## config.mk

```make
export PLATFORM = sky130hd
export DESIGN_NAME = athos_xif_dispatch_flat
export DESIGN_NICKNAME = d
export VERILOG_FILES = /design/src/rtl/athos_xif_dispatch_if.sv /design/src/rtl/athos_xif_dispatch.sv /design/src/flat_wrapper.sv
export SDC_FILE = /design/constraint.sdc
export NUM_CORES = 1
export LEC_CHECK = 0
export ABC_AREA = 1
export CORE_ASPECT_RATIO = 1.1
export CORE_MARGIN = 2
export CORE_UTILIZATION = 58
export DETAILED_ROUTE_END_ITERATION = 10
export GPL_TIMING_DRIVEN = 0
export PLACE_DENSITY_LB_ADDON = 0.12
export SLEW_MARGIN = 20
export SYNTH_ARGS = -nofsm -noshare
export SYNTH_HDL_FRONTEND = slang
export SYNTH_SLANG_ARGS = --single-unit
```

## constraint.sdc

```tcl
create_clock -name clk_i -period 5.1 [get_ports clk_i]
set_input_delay 1.02 -clock clk_i [delete_from_list [all_inputs] [get_ports clk_i]]
set_output_delay 1.02 -clock clk_i [all_outputs]
set_load 0.02 [all_outputs]
```

## src/rtl/athos_xif_dispatch_if.sv

```systemverilog
// Signal bundle between the XIF core ports, the accelerator lanes and athos_xif_dispatch.
// slave = dispatcher view, master = core/lane environment view.
interface athos_xif_dispatch_if #(
  parameter int NUM_LANES = 2,
  parameter int ID_WIDTH  = 4,
  parameter int XLEN      = 32
);
  logic                      issue_valid_i;
  logic                      issue_ready_o;
  logic [31:0]               issue_instr_i;
  logic [ID_WIDTH-1:0]       issue_id_i;
  logic [XLEN-1:0]           issue_rs1_i;
  logic [XLEN-1:0]           issue_rs2_i;
  logic                      issue_accept_o;
  logic                      issue_writeback_o;
  logic                      commit_valid_i;
  logic [ID_WIDTH-1:0]       commit_id_i;
  logic                      commit_kill_i;
  logic [NUM_LANES-1:0]      lane_valid_o;
  logic [NUM_LANES-1:0]      lane_ready_i;
  logic [31:0]               lane_instr_o;
  logic [ID_WIDTH-1:0]       lane_id_o;
  logic [XLEN-1:0]           lane_rs1_o;
  logic [XLEN-1:0]           lane_rs2_o;
  logic [NUM_LANES-1:0]      lane_res_valid_i;
  logic [NUM_LANES-1:0]      lane_res_ready_o;
  logic [NUM_LANES*ID_WIDTH-1:0] lane_res_id_i;
  logic [NUM_LANES*XLEN-1:0] lane_res_data_i;
  logic [NUM_LANES*5-1:0]    lane_res_rd_i;
  logic                      result_valid_o;
  logic                      result_ready_i;
  logic [ID_WIDTH-1:0]       result_id_o;
  logic [XLEN-1:0]           result_data_o;
  logic [4:0]                result_rd_o;
  logic                      result_we_o;

  modport slave (
    input  issue_valid_i, issue_instr_i, issue_id_i, issue_rs1_i, issue_rs2_i,
    input  commit_valid_i, commit_id_i, commit_kill_i,
    input  lane_ready_i, lane_res_valid_i, lane_res_id_i, lane_res_data_i, lane_res_rd_i,
    input  result_ready_i,
    output issue_ready_o, issue_accept_o, issue_writeback_o,
    output lane_valid_o, lane_instr_o, lane_id_o, lane_rs1_o, lane_rs2_o,
    output lane_res_ready_o,
    output result_valid_o, result_id_o, result_data_o, result_rd_o, result_we_o
  );

  modport master (
    output issue_valid_i, issue_instr_i, issue_id_i, issue_rs1_i, issue_rs2_i,
    output commit_valid_i, commit_id_i, commit_kill_i,
    output lane_ready_i, lane_res_valid_i, lane_res_id_i, lane_res_data_i, lane_res_rd_i,
    output result_ready_i,
    input  issue_ready_o, issue_accept_o, issue_writeback_o,
    input  lane_valid_o, lane_instr_o, lane_id_o, lane_rs1_o, lane_rs2_o,
    input  lane_res_ready_o,
    input  result_valid_o, result_id_o, result_data_o, result_rd_o, result_we_o
  );
endinterface

```

## src/rtl/athos_xif_dispatch.sv

```systemverilog
// XIF front end: buffers custom-0 instructions until commit/kill, dispatches in issue order to lanes,
// arbitrates lane results onto one result channel. ATHOS_XIF_INORDER_RESULT_EN forces dispatch-order results.
module athos_xif_dispatch #(
  parameter int NUM_LANES = 2,
  parameter int DEPTH     = 4,
  parameter int ID_WIDTH  = 4,
  parameter int XLEN      = 32
) (
  input logic            clk_i,
  input logic            rst_ni,
  athos_xif_dispatch_if.slave xif
);
  localparam int LANE_W = (NUM_LANES > 1) ? $clog2(NUM_LANES) : 1;
  localparam int PTR_W  = $clog2(DEPTH);
  localparam logic [6:0] OPC_CUSTOM0 = 7'h0B;
  localparam logic [PTR_W:0] CNT_FULL = (PTR_W+1)'(DEPTH);

  logic [ID_WIDTH-1:0] r_id    [DEPTH];
  logic [31:0]         r_instr [DEPTH];
  logic [XLEN-1:0]     r_rs1   [DEPTH];
  logic [XLEN-1:0]     r_rs2   [DEPTH];
  logic [LANE_W-1:0]   r_lane  [DEPTH];
  logic [DEPTH-1:0]    r_valid;
  logic [DEPTH-1:0]    r_committed;
  logic [DEPTH-1:0]    r_killed;
  logic [PTR_W-1:0]    r_head;
  logic [PTR_W-1:0]    r_tail;
  logic [PTR_W:0]      r_count;

  logic                r_out_valid;
  logic [ID_WIDTH-1:0] r_out_id;
  logic [XLEN-1:0]     r_out_data;
  logic [4:0]          r_out_rd;
  logic                r_out_we;
  logic [LANE_W-1:0]   r_rr_ptr;

  logic [LANE_W-1:0]    w_dec_lane;
  logic                 w_accept;
  logic                 w_push;
  logic                 w_pop;
  logic                 w_issue_cmt;
  logic                 w_issue_kill;
  logic [LANE_W-1:0]    w_head_lane;
  logic                 w_head_kill;
  logic                 w_head_cmt;
  logic                 w_disp_ok;
  logic                 w_disp_req;
  logic                 w_disp_fire;
  logic [NUM_LANES-1:0] w_res_req;
  logic                 w_hi_found;
  logic                 w_lo_found;
  logic [LANE_W-1:0]    w_hi_lane;
  logic [LANE_W-1:0]    w_lo_lane;
  logic [LANE_W-1:0]    w_gnt_lane;
  logic                 w_out_free;
  logic                 w_res_fire;
  logic [4:0]           w_gnt_rd;

  // Decode
  assign w_dec_lane = xif.issue_instr_i[25 +: LANE_W];
  assign w_accept   = (xif.issue_instr_i[6:0] == OPC_CUSTOM0) && (int'(w_dec_lane) < NUM_LANES);
  assign xif.issue_accept_o    = w_accept;
  assign xif.issue_writeback_o = w_accept && (xif.issue_instr_i[11:7] != 5'd0);
  assign xif.issue_ready_o     = (r_count != CNT_FULL);

  assign w_push       = xif.issue_valid_i & xif.issue_ready_o & w_accept;
  assign w_issue_cmt  = xif.commit_valid_i & (xif.commit_id_i == xif.issue_id_i) & ~xif.commit_kill_i;
  assign w_issue_kill = xif.commit_valid_i & (xif.commit_id_i == xif.issue_id_i) & xif.commit_kill_i;

  assign w_head_lane = r_lane[r_head];
  assign w_head_kill = r_valid[r_head] & r_killed[r_head];
  assign w_head_cmt  = r_valid[r_head] & r_committed[r_head] & ~r_killed[r_head];
  assign w_disp_req  = w_head_cmt & w_disp_ok;
  assign w_disp_fire = w_disp_req & xif.lane_ready_i[w_head_lane];
  assign w_pop       = w_head_kill | w_disp_fire;

  assign xif.lane_valid_o = w_disp_req ? (NUM_LANES'(1) << w_head_lane) : '0;
  assign xif.lane_instr_o = r_instr[r_head];
  assign xif.lane_id_o    = r_id[r_head];
  assign xif.lane_rs1_o   = r_rs1[r_head];
  assign xif.lane_rs2_o   = r_rs2[r_head];

  always_ff @(posedge clk_i or negedge rst_ni) begin
    if (!rst_ni) begin
      for (int i = 0; i < DEPTH; i++) begin
        r_id[i]    <= '0;
        r_instr[i] <= '0;
        r_rs1[i]   <= '0;
        r_rs2[i]   <= '0;
        r_lane[i]  <= '0;
      end
      r_valid     <= '0;
      r_committed <= '0;
      r_killed    <= '0;
      r_head      <= '0;
      r_tail      <= '0;
      r_count     <= '0;
    end else begin
      if (xif.commit_valid_i) begin
        for (int i = 0; i < DEPTH; i++) begin
          if (r_valid[i] && (r_id[i] == xif.commit_id_i)) begin
            if (xif.commit_kill_i) r_killed[i] <= 1'b1;
            else                   r_committed[i] <= 1'b1;
          end
        end
      end
      // Pop clears after the commit scan so a late commit cannot resurrect a freed slot.
      if (w_pop) begin
        r_valid[r_head]     <= 1'b0;
        r_committed[r_head] <= 1'b0;
        r_killed[r_head]    <= 1'b0;
        r_head              <= r_head + 1'b1;
      end
      if (w_push) begin
        r_valid[r_tail]     <= 1'b1;
        r_committed[r_tail] <= w_issue_cmt;
        r_killed[r_tail]    <= w_issue_kill;
        r_id[r_tail]        <= xif.issue_id_i;
        r_instr[r_tail]     <= xif.issue_instr_i;
        r_rs1[r_tail]       <= xif.issue_rs1_i;
        r_rs2[r_tail]       <= xif.issue_rs2_i;
        r_lane[r_tail]      <= w_dec_lane;
        r_tail              <= r_tail + 1'b1;
      end
      unique case ({w_push, w_pop})
        2'b10:   r_count <= r_count + 1'b1;
        2'b01:   r_count <= r_count - 1'b1;
        default: r_count <= r_count;
      endcase
    end
  end

`ifdef ATHOS_XIF_INORDER_RESULT_EN
  logic [LANE_W-1:0] r_ord_lane [DEPTH];
  logic [PTR_W-1:0]  r_ord_head;
  logic [PTR_W-1:0]  r_ord_tail;
  logic [PTR_W:0]    r_ord_count;

  // Dispatch holds off while the order FIFO is full so no lane order is ever lost.
  assign w_disp_ok = (r_ord_count != CNT_FULL);
  assign w_res_req = (r_ord_count != '0) ?
                     (xif.lane_res_valid_i & (NUM_LANES'(1) << r_ord_lane[r_ord_head])) : '0;

  always_ff @(posedge clk_i or negedge rst_ni) begin
    if (!rst_ni) begin
      for (int i = 0; i < DEPTH; i++) r_ord_lane[i] <= '0;
      r_ord_head  <= '0;
      r_ord_tail  <= '0;
      r_ord_count <= '0;
    end else begin
      if (w_disp_fire) begin
        r_ord_lane[r_ord_tail] <= w_head_lane;
        r_ord_tail             <= r_ord_tail + 1'b1;
      end
      if (w_res_fire) r_ord_head <= r_ord_head + 1'b1;
      unique case ({w_disp_fire, w_res_fire})
        2'b10:   r_ord_count <= r_ord_count + 1'b1;
        2'b01:   r_ord_count <= r_ord_count - 1'b1;
        default: r_ord_count <= r_ord_count;
      endcase
    end
  end
`else
  assign w_disp_ok = 1'b1;
  assign w_res_req = xif.lane_res_valid_i;
`endif

  // Round robin: lowest requester at or above the pointer, else lowest overall.
  always_comb begin
    w_hi_found = 1'b0;
    w_hi_lane  = '0;
    w_lo_found = 1'b0;
    w_lo_lane  = '0;
    for (int i = NUM_LANES - 1; i >= 0; i--) begin
      if (w_res_req[i]) begin
        w_lo_found = 1'b1;
        w_lo_lane  = LANE_W'(i);
        if (i >= int'(r_rr_ptr)) begin
          w_hi_found = 1'b1;
          w_hi_lane  = LANE_W'(i);
        end
      end
    end
  end

  assign w_gnt_lane = w_hi_found ? w_hi_lane : w_lo_lane;
  assign w_out_free = ~r_out_valid | xif.result_ready_i;
  assign w_res_fire = w_lo_found & w_out_free;
  assign w_gnt_rd   = xif.lane_res_rd_i[int'(w_gnt_lane)*5 +: 5];
  assign xif.lane_res_ready_o = w_res_fire ? (NUM_LANES'(1) << w_gnt_lane) : '0;

  always_ff @(posedge clk_i or negedge rst_ni) begin
    if (!rst_ni) begin
      r_out_valid <= 1'b0;
      r_out_id    <= '0;
      r_out_data  <= '0;
      r_out_rd    <= '0;
      r_out_we    <= 1'b0;
      r_rr_ptr    <= '0;
    end else begin
      if (w_res_fire) begin
        r_out_valid <= 1'b1;
        r_out_id    <= xif.lane_res_id_i[int'(w_gnt_lane)*ID_WIDTH +: ID_WIDTH];
        r_out_data  <= xif.lane_res_data_i[int'(w_gnt_lane)*XLEN +: XLEN];
        r_out_rd    <= w_gnt_rd;
        r_out_we    <= (w_gnt_rd != 5'd0);
        r_rr_ptr    <= (w_gnt_lane == LANE_W'(NUM_LANES - 1)) ? '0 : w_gnt_lane + 1'b1;
      end else if (r_out_valid && xif.result_ready_i) begin
        r_out_valid <= 1'b0;
      end
    end
  end

  assign xif.result_valid_o = r_out_valid;
  assign xif.result_id_o    = r_out_id;
  assign xif.result_data_o  = r_out_data;
  assign xif.result_rd_o    = r_out_rd;
  assign xif.result_we_o    = r_out_we;
endmodule

```

## src/flat_wrapper.sv

```systemverilog
// flat-port wrapper written by rule: the top's interface ports become plain ports
module athos_xif_dispatch_flat 
#(
  parameter int NUM_LANES = 2,
  parameter int DEPTH     = 4,
  parameter int ID_WIDTH  = 4,
  parameter int XLEN      = 32
)
  (clk_i, rst_ni, xif_issue_valid_i, xif_issue_instr_i, xif_issue_id_i, xif_issue_rs1_i, xif_issue_rs2_i, xif_commit_valid_i, xif_commit_id_i, xif_commit_kill_i, xif_lane_ready_i, xif_lane_res_valid_i, xif_lane_res_id_i, xif_lane_res_data_i, xif_lane_res_rd_i, xif_result_ready_i, xif_issue_ready_o, xif_issue_accept_o, xif_issue_writeback_o, xif_lane_valid_o, xif_lane_instr_o, xif_lane_id_o, xif_lane_rs1_o, xif_lane_rs2_o, xif_lane_res_ready_o, xif_result_valid_o, xif_result_id_o, xif_result_data_o, xif_result_rd_o, xif_result_we_o);
  athos_xif_dispatch_if #(.NUM_LANES(NUM_LANES), .ID_WIDTH(ID_WIDTH), .XLEN(XLEN)) xif_i ();
  input logic clk_i;
  input logic rst_ni;
  input wire logic [$bits(xif_i.issue_valid_i)-1:0] xif_issue_valid_i;
  input wire logic [$bits(xif_i.issue_instr_i)-1:0] xif_issue_instr_i;
  input wire logic [$bits(xif_i.issue_id_i)-1:0] xif_issue_id_i;
  input wire logic [$bits(xif_i.issue_rs1_i)-1:0] xif_issue_rs1_i;
  input wire logic [$bits(xif_i.issue_rs2_i)-1:0] xif_issue_rs2_i;
  input wire logic [$bits(xif_i.commit_valid_i)-1:0] xif_commit_valid_i;
  input wire logic [$bits(xif_i.commit_id_i)-1:0] xif_commit_id_i;
  input wire logic [$bits(xif_i.commit_kill_i)-1:0] xif_commit_kill_i;
  input wire logic [$bits(xif_i.lane_ready_i)-1:0] xif_lane_ready_i;
  input wire logic [$bits(xif_i.lane_res_valid_i)-1:0] xif_lane_res_valid_i;
  input wire logic [$bits(xif_i.lane_res_id_i)-1:0] xif_lane_res_id_i;
  input wire logic [$bits(xif_i.lane_res_data_i)-1:0] xif_lane_res_data_i;
  input wire logic [$bits(xif_i.lane_res_rd_i)-1:0] xif_lane_res_rd_i;
  input wire logic [$bits(xif_i.result_ready_i)-1:0] xif_result_ready_i;
  output wire logic [$bits(xif_i.issue_ready_o)-1:0] xif_issue_ready_o;
  output wire logic [$bits(xif_i.issue_accept_o)-1:0] xif_issue_accept_o;
  output wire logic [$bits(xif_i.issue_writeback_o)-1:0] xif_issue_writeback_o;
  output wire logic [$bits(xif_i.lane_valid_o)-1:0] xif_lane_valid_o;
  output wire logic [$bits(xif_i.lane_instr_o)-1:0] xif_lane_instr_o;
  output wire logic [$bits(xif_i.lane_id_o)-1:0] xif_lane_id_o;
  output wire logic [$bits(xif_i.lane_rs1_o)-1:0] xif_lane_rs1_o;
  output wire logic [$bits(xif_i.lane_rs2_o)-1:0] xif_lane_rs2_o;
  output wire logic [$bits(xif_i.lane_res_ready_o)-1:0] xif_lane_res_ready_o;
  output wire logic [$bits(xif_i.result_valid_o)-1:0] xif_result_valid_o;
  output wire logic [$bits(xif_i.result_id_o)-1:0] xif_result_id_o;
  output wire logic [$bits(xif_i.result_data_o)-1:0] xif_result_data_o;
  output wire logic [$bits(xif_i.result_rd_o)-1:0] xif_result_rd_o;
  output wire logic [$bits(xif_i.result_we_o)-1:0] xif_result_we_o;
  assign xif_i.issue_valid_i = xif_issue_valid_i;
  assign xif_i.issue_instr_i = xif_issue_instr_i;
  assign xif_i.issue_id_i = xif_issue_id_i;
  assign xif_i.issue_rs1_i = xif_issue_rs1_i;
  assign xif_i.issue_rs2_i = xif_issue_rs2_i;
  assign xif_i.commit_valid_i = xif_commit_valid_i;
  assign xif_i.commit_id_i = xif_commit_id_i;
  assign xif_i.commit_kill_i = xif_commit_kill_i;
  assign xif_i.lane_ready_i = xif_lane_ready_i;
  assign xif_i.lane_res_valid_i = xif_lane_res_valid_i;
  assign xif_i.lane_res_id_i = xif_lane_res_id_i;
  assign xif_i.lane_res_data_i = xif_lane_res_data_i;
  assign xif_i.lane_res_rd_i = xif_lane_res_rd_i;
  assign xif_i.result_ready_i = xif_result_ready_i;
  assign xif_issue_ready_o = xif_i.issue_ready_o;
  assign xif_issue_accept_o = xif_i.issue_accept_o;
  assign xif_issue_writeback_o = xif_i.issue_writeback_o;
  assign xif_lane_valid_o = xif_i.lane_valid_o;
  assign xif_lane_instr_o = xif_i.lane_instr_o;
  assign xif_lane_id_o = xif_i.lane_id_o;
  assign xif_lane_rs1_o = xif_i.lane_rs1_o;
  assign xif_lane_rs2_o = xif_i.lane_rs2_o;
  assign xif_lane_res_ready_o = xif_i.lane_res_ready_o;
  assign xif_result_valid_o = xif_i.result_valid_o;
  assign xif_result_id_o = xif_i.result_id_o;
  assign xif_result_data_o = xif_i.result_data_o;
  assign xif_result_rd_o = xif_i.result_rd_o;
  assign xif_result_we_o = xif_i.result_we_o;
  athos_xif_dispatch #(.NUM_LANES(NUM_LANES), .DEPTH(DEPTH), .ID_WIDTH(ID_WIDTH), .XLEN(XLEN)) u_core (.clk_i(clk_i), .rst_ni(rst_ni), .xif(xif_i));
endmodule
```

==> flow_summary.toml, run 1 <==
[run_status]
run_status = "finished clean"

[power_and_ir_drop]
seq_power_share = 0.450
irDropWorstVdd_mv = 0.240
leakage_nw = 13.1
swShare = 0.259
p_sw_w = 0.00225
share_clk_of_total_power = 0.407
power-per-cell-area_mw_per_mm2 = 317
power_frac_comb = 0.143
p_int_w = 0.00645

[die]
core_area_mm2 = 0.0370
die_area_mm2 = 0.0390
chipHeight_um = 207
initial_utilization = 0.586
die_w_um = 188
ios = 346
placement_row_count = 74

[timing]
fin_skew_ns = 0.0184
max_clock_freq_ghz = 0.223
finalSetupViolations = 0
timing.final.crit_share = 0.878
hold_viol = 0
slew_violations = 0
tightestPinTransition_ns = 0.657
grt_setup_unrepaired = "no"
timing.slew.headroom = 0.562
finalWorstPathRequiredPeriod_ns = 4.48
final.setup.tns_ns = 0

[clock_network]
clock_tree.buffer_depth = 3
clk_pin_slew_ns = 0.07
htree_levels = 2
post_cts.resized_instances = 0
number_of_buffers_created_by_cts = 47
clock_sinks = 463
cts_setup_buffers = 0
clock_root_buffer_master = "sky130_fd_sc_hd__clkbuf_16"
worst_skew_pair.late_latency_ns = 0.57
hold_buffers = 0
tritoncts = "yes"

[grt]
first_global_vias = 19200
grt_antenna_before_repair = 1
grt_start_max_net_pins = 104
grt_usage = 0.336
grt_first_pass_wirelength_um = 103000
overflow = 0

[place]
routabilityCongestion = 0.915
detailed_place.area_mm2 = 0.0259
place_hpwl_um = 45100
port-buffer-count = 341

[critical_path]
worst_ep_arrival_time_ns = 3.46
timing.critical_path.to_type = "output pin"
critical_path.max_fanout = 11
cp_data_required_time_ns = 4.08
critPathLaunchType = "register"
critical_path_type = "register to output pin"

[drt]
drtIter0Drc = 1393
detail_route.vias_per_cell = 5.79
drt_drc_violations_left = 0
drt-pass1-iter-count = 5
drt-wirelength-per-cell_um = 19.7
totalWireLength_um = 65600
vias = 19300
route.antenna.remaining_nets = 0

[cells_and_area]
nFillCells = 2716
design.final.nets = 3012
final-seq-area_mm2 = 0.0116
core_occupancy_in_the_finished_layout = 0.741
area_growth_syn_to_layout_pct = 26.5
drive_above_1_share = 0.146
layout.cells.most_common = "sky130_fd_sc_hd__nand2_1"
top_library_cells_by_usage_in_the_layout_fill_and_taps_aside = "588 x sky130_fd_sc_hd__nand2_1, 463 x sky130_fd_sc_hd__dfrtp_1, 340 x sky130_fd_sc_hd__clkdlybuf4s50_1, 247 x sky130_fd_sc_hd__o21ai_0, 219 x sky130_fd_sc_hd__nor2_1"
multi_input_area_mm2 = 0.00822
final_cell_area_mm2 = 0.0274

[synthesis]
netlist.area_leader.share = 0.534
synth_area_per_cell_um2 = 8.99
syn_inst = 2411
synth_cell_types = 38
ys_seq_area_frac = 0.534
synth.cell_area_mm2 = 0.0217
flops_latches_synth = 463
synth_fp_nets = 2617
synthesis.yosys.warnings = 0
top_area_cells_in_the_synthesized_netlist = "sky130_fd_sc_hd__dfrtp_1 53%, sky130_fd_sc_hd__nand2_1 10%, sky130_fd_sc_hd__o21ai_2 7.9%"
most_area_hungry_cell_type_in_the_yosys_netlist = "sky130_fd_sc_hd__dfrtp_1"

[run]
cap_viol_max_count = 0

[min_path]
worst_hold_path_type = "primary input to asynchronous set/reset pin"
==> sequential cells by signal, indices dropped and copies added, names as in the netlist, 2 cells and up <==
register and count:
u_core.r_committed 4, u_core.r_count 3, u_core.r_head 2, u_core.r_id 16, u_core.r_instr 128, u_core.r_killed 4, u_core.r_rs1 128, u_core.r_rs2 128
u_core.r_tail 2, u_core.r_valid 4, u_core.xif.result_data_o 32, u_core.xif.result_id_o 4, u_core.xif.result_rd_o 5
==> worst max-delay path, stage by stage, from the launching register on <==
cell and delay [ns]:
sky130_fd_sc_hd__dfrtp_1 0.41, sky130_fd_sc_hd__clkinv_1 0.26, sky130_fd_sc_hd__clkbuf_1 0.49, sky130_fd_sc_hd__clkbuf_1 0.50
sky130_fd_sc_hd__o21ai_0 0.22, sky130_fd_sc_hd__o22ai_1 0.32, sky130_fd_sc_hd__clkdlybuf4s50_1 0.69
==> Yosys cell counts <==
| library cell | n |
|---|---|
| sky130_fd_sc_hd__dfrtp_1 | 463 |
| sky130_fd_sc_hd__buf_8 | 1 |
| sky130_fd_sc_hd__and2_4 | 1 |
| sky130_fd_sc_hd__buf_6 | 82 |
| sky130_fd_sc_hd__nand4_1 | 10 |
| sky130_fd_sc_hd__inv_6 | 1 |
| sky130_fd_sc_hd__buf_2 | 22 |
| sky130_fd_sc_hd__a311oi_1 | 1 |
| sky130_fd_sc_hd__inv_1 | 147 |
| sky130_fd_sc_hd__nand2_2 | 6 |
| sky130_fd_sc_hd__o21ai_0 | 247 |
| sky130_fd_sc_hd__fa_1 | 1 |
| sky130_fd_sc_hd__nand2_1 | 588 |
| sky130_fd_sc_hd__nand3_2 | 2 |
| sky130_fd_sc_hd__nor2_4 | 1 |
| sky130_fd_sc_hd__xor2_1 | 5 |
| sky130_fd_sc_hd__ha_1 | 9 |
| sky130_fd_sc_hd__or2_1 | 9 |
| sky130_fd_sc_hd__clkbuf_1 | 60 |
| sky130_fd_sc_hd__xnor2_1 | 3 |
| sky130_fd_sc_hd__nor2_1 | 219 |
| sky130_fd_sc_hd__a31oi_1 | 2 |
| sky130_fd_sc_hd__nand2_4 | 6 |
| sky130_fd_sc_hd__inv_4 | 1 |
| sky130_fd_sc_hd__o22ai_1 | 96 |
| sky130_fd_sc_hd__nor2_2 | 3 |
| sky130_fd_sc_hd__inv_2 | 5 |
| sky130_fd_sc_hd__o21ai_2 | 196 |
| sky130_fd_sc_hd__nand3b_4 | 1 |
| sky130_fd_sc_hd__a21oi_1 | 21 |
| sky130_fd_sc_hd__a211oi_1 | 1 |
| sky130_fd_sc_hd__nand3_1 | 47 |
| sky130_fd_sc_hd__buf_4 | 2 |
| sky130_fd_sc_hd__or2_2 | 5 |
| sky130_fd_sc_hd__o21ai_1 | 144 |
| sky130_fd_sc_hd__nor3_1 | 1 |
| sky130_fd_sc_hd__clkinv_1 | 1 |
| sky130_fd_sc_hd__a21boi_0 | 1 |
==> final timing paths <==
check                                        start                  to  slack, ns  cells after the start
worst max-delay path              u_core.r_head[1]  xif_lane_rs1_o[30]       0.62                      6
min in group clk_i              u_core.r_instr[65]  u_core.r_instr[65]       0.46                      1
worst min-delay path                        rst_ni    u_core.r_rs1[13]       0.34                      1
max in group asynchronous                   rst_ni  u_core.r_instr[15]       3.43                      3
worst max register to register    u_core.r_head[1]   u_core.r_count[2]       2.19                     12
worst min register to register  u_core.r_instr[65]  u_core.r_instr[65]       0.46                      1
==> power by group through the flow <==
stage / registers (W) / clock network, W / logic, W
after floorplan: 0.00403 / 0 / 0.000530
after global placement: 0.00398 / 0 / 0.00120
after detailed placement: 0.00398 / 0 / 0.00124
after CTS: 0.00391 / 0.00355 / 0.00124
after global routing: 0.00393 / 0.00370 / 0.00134
final: 0.00392 / 0.00354 / 0.00124
==> final cells by class <==
| class | instances | share of cell area |
|---|---|---|
| Clock inverter | 17 | 0.00789 |
| Multi-Input combinational cell | 1626 | 0.300 |
| Timing Repair Buffer | 346 | 0.130 |
| Antenna cell | 1 | 0.0000912 |
| Clock buffer | 67 | 0.0493 |
| Inverter | 155 | 0.0215 |
| Sequential cell | 463 | 0.422 |
| Buffer | 167 | 0.0470 |
| Tap cell | 494 | 0.0225 |
==> stage by stage <==
stage          hold WS, ns  power [W]  setup WS [ns]  std cells
6_report             0.340    0.00870          0.623       3336
3_5_place_dp         0.445    0.00522          0.977       3251
5_1_grt              0.382    0.00898          0.563       3336
2_1_floorplan        0.428    0.00456           2.28       2411
4_1_cts              0.363    0.00871          0.710       3335
3_3_place_gp         0.443    0.00518         -16.86       3246
==> logic make-up (layout without fill, tap and decap cells) <==
logic type | count (synthesis) | in the layout | share of synthesized area
adder cells (fa/ha/maj) | 10 | 10 | 0.00612
AO/OA/AOI/OAI | 709 | 709 | 0.204
flip-flops | 463 | 463 | 0.534
AND/OR/NAND/NOR | 899 | 899 | 0.166
buffers and inverters | 322 | 752 | 0.0866
XOR/XNOR | 8 | 8 | 0.00323
other | 0 | 1 | 0
==> metal layers <==
layer | up-vias | global-route usage | share of wire
li1 | 8732 | - | -
met1 | 9431 | 0.421 | 0.39
met2 | 965 | 0.570 | 0.49
met3 | 176 | 0.0577 | 0.079
met4 | 0 | 0.165 | 0.043
met5 | - | 0 | 0
(Power assumes the default switching activity.)
==> run 2, diff against run 1 <==
Settings changed: GPL_TIMING_DRIVEN 0 to unset, TNS_END_PERCENT set to 5.
==> flow_summary.toml, run 2 (synthesis results as in run 1) <==
[run_status]
run_status = "finished clean"

[min_path]
worst_hold_path_type = "primary input to asynchronous set/reset pin"

[drt]
drtIter0Drc = 1281
drt-pass1-iter-count = 6
vias = 17800
drt_drc_violations_left = 0
route.antenna.remaining_nets = 0
totalWireLength_um = 55700
detail_route.vias_per_cell = 5.58
drt-wirelength-per-cell_um = 17.4

[clock_network]
clock_tree.buffer_depth = 3
post_cts.resized_instances = 0
tritoncts = "yes"
hold_buffers = 0
number_of_buffers_created_by_cts = 47
clock_sinks = 463
htree_levels = 2
worst_skew_pair.late_latency_ns = 0.55
clk_pin_slew_ns = 0.06
cts_setup_buffers = 0
clock_root_buffer_master = "sky130_fd_sc_hd__clkbuf_16"

[power_and_ir_drop]
total_power_w = 0.00864
power-per-cell-area_mw_per_mm2 = 328
irDropWorstVdd_mv = 0.297
leakage_nw = 12.5

[critical_path]
cp_slowest_cell = "sky130_fd_sc_hd__buf_4"
crit_buf_inv = 4
critical_path.max_fanout = 52
critPathLaunchType = "register"
timing.critical_path.to_type = "output pin"
largest_delay_contributor_family_on_the_critical_path = "buffers and inverters"
cp_data_required_time_ns = 4.08
worst_ep_arrival_time_ns = 3.39
critPathMaxStageDelay_ns = 0.67
path_cells = "buf_4 -> buf_4 -> nand3_1 -> nand2_1 -> nand2_1 -> nor2_2 -> inv_1 -> nor2_1 -> clkdlybuf4s50_1"
critical_path_type = "register to output pin"

[cells_and_area]
layout.cells.most_common = "sky130_fd_sc_hd__nand2_1"
top_library_cells_by_usage_in_the_layout_fill_and_taps_aside = "588 x sky130_fd_sc_hd__nand2_1, 461 x sky130_fd_sc_hd__dfrtp_1, 344 x sky130_fd_sc_hd__clkdlybuf4s50_1, 247 x sky130_fd_sc_hd__o21ai_0, 219 x sky130_fd_sc_hd__nor2_1"
design.final.nets = 2863
final_cell_area_mm2 = 0.0264
area_growth_syn_to_layout_pct = 21.6
number_of_non_filler_instances_in_the_completed_layout = 3190
drive_above_1_share = 0.121
biggestRegsByFlops = "u_core.r_instr: 128 flops, u_core.r_rs1: 128 flops, u_core.r_rs2: 128 flops"

[timing]
final.setup.tns_ns = 0
fin_skew_ns = 0.0106
finalSetupViolations = 0
finalWorstPathRequiredPeriod_ns = 4.41
tightestPinTransition_ns = 1.11
grt_setup_unrepaired = "no"
max_clock_freq_ghz = 0.227
hold_viol = 0
timing.slew.headroom = 0.259
slew_violations = 0
timing.final.crit_share = 0.864

[die]
die_area_mm2 = 0.0390
die_w_um = 188
chipHeight_um = 207
core_area_mm2 = 0.0370
initial_utilization = 0.586
ios = 346
placement_row_count = 74

[grt]
grt_start_max_net_pins = 207
first_global_vias = 17600
grt_antenna_before_repair = 3
grt_first_pass_wirelength_um = 89200
overflow = 0
grt_usage = 0.284

[place]
routabilityCongestion = 0.885
post-place-cells = 3102
place_hpwl_um = 33100
detailed_place.area_mm2 = 0.0248
port-buffer-count = 345

[run]
cap_viol_max_count = 0
-- run 2: cell count changes in the layout (fill, tap and decap cells not counted), sizes merged --
cell	previous run	this run
clkbuf	127	73
clkinv	11	7
buf	113	20
clkdlybuf4s50	340	344
clkinvlp	1	2
diode	1	2
bufinv	5	4
-- run 2: per-layer routing --
metal,vias up,wire length [µm],track usage
li1,8414,-,-
met2,589,27800,0.490
met3,114,3950,0.0632
met1,8665,22100,0.353
met5,-,23,0
met4,4,1760,0.107
-- run 2: worst reg2reg max path, stage by stage (launching register included) --
cell and delay (ns):
sky130_fd_sc_hd__dfrtp_2 0.36, sky130_fd_sc_hd__buf_4 0.49, sky130_fd_sc_hd__buf_4 0.70, sky130_fd_sc_hd__nand3_1 0.24
sky130_fd_sc_hd__nand3_1 0.12, sky130_fd_sc_hd__nand2_1 0.09, sky130_fd_sc_hd__nand2_2 0.11, sky130_fd_sc_hd__nand2_4 0.10
sky130_fd_sc_hd__ha_1 0.27, sky130_fd_sc_hd__fa_1 0.45, sky130_fd_sc_hd__a21oi_1 0.15, sky130_fd_sc_hd__o21ai_0 0.11
sky130_fd_sc_hd__xnor2_1 0.14
-- run 2: power by group --
| group | leakage (nW) | internal [W] | switching, W | total, W |
|---|---|---|---|---|
| sequential | 6.28 | 0.00383 | 0.0000895 | 0.00392 |
| clock | 0.782 | 0.00212 | 0.00142 | 0.00354 |
| combinational | 5.41 | 0.000511 | 0.000676 | 0.00119 |
-- run 2: final timing paths --
| kind | startpoint | to | slack (ns) | cells past startpoint |
|---|---|---|---|---|
| worst max-delay path | u_core.r_head[1] | xif_lane_valid_o[1] | 0.69 | 9 |
| worst min-delay path | rst_ni | u_core.r_rs1[109] | 0.42 | 1 |
| worst max register to register | u_core.r_head[1] | u_core.r_count[2] | 1.65 | 12 |
| worst min register to register | u_core.r_instr[66] | u_core.r_instr[66] | 0.46 | 2 |
| max in group asynchronous | rst_ni | u_core.r_rs2[66] | 3.45 | 2 |
| min in group clk_i | u_core.r_instr[66] | u_core.r_instr[66] | 0.46 | 2 |
-- run 2: cell type report --
type                       count  area [µm²]
sequential                   463       11600
timing repair buffer         364        3700
inverter                     155         594
tap                          494         618
multi-input combinational   1626        8260
fill                        2884       10700
clock buffer                  73        1430
clock inverter                13         170
antenna                        2        5.00
-- run 2: stage by stage --
step | utilization | hold WS, ns | setup slack, ns
after global placement | 0.669 | 0.443 | 1.32
after CTS | 0.712 | 0.431 | 0.680
after detailed placement | 0.669 | 0.446 | 1.27
final | 0.712 | 0.418 | 0.693
after floorplan | - | 0.428 | 2.28
after global routing | 0.712 | 0.461 | 0.548
==> run 3, diff against run 2 <==
Settings changed: ABC_CLOCK_PERIOD_IN_PS set to 5100.
==> results of run 3 <==
Final layout, timing and power as in run 2 (identical DEF).
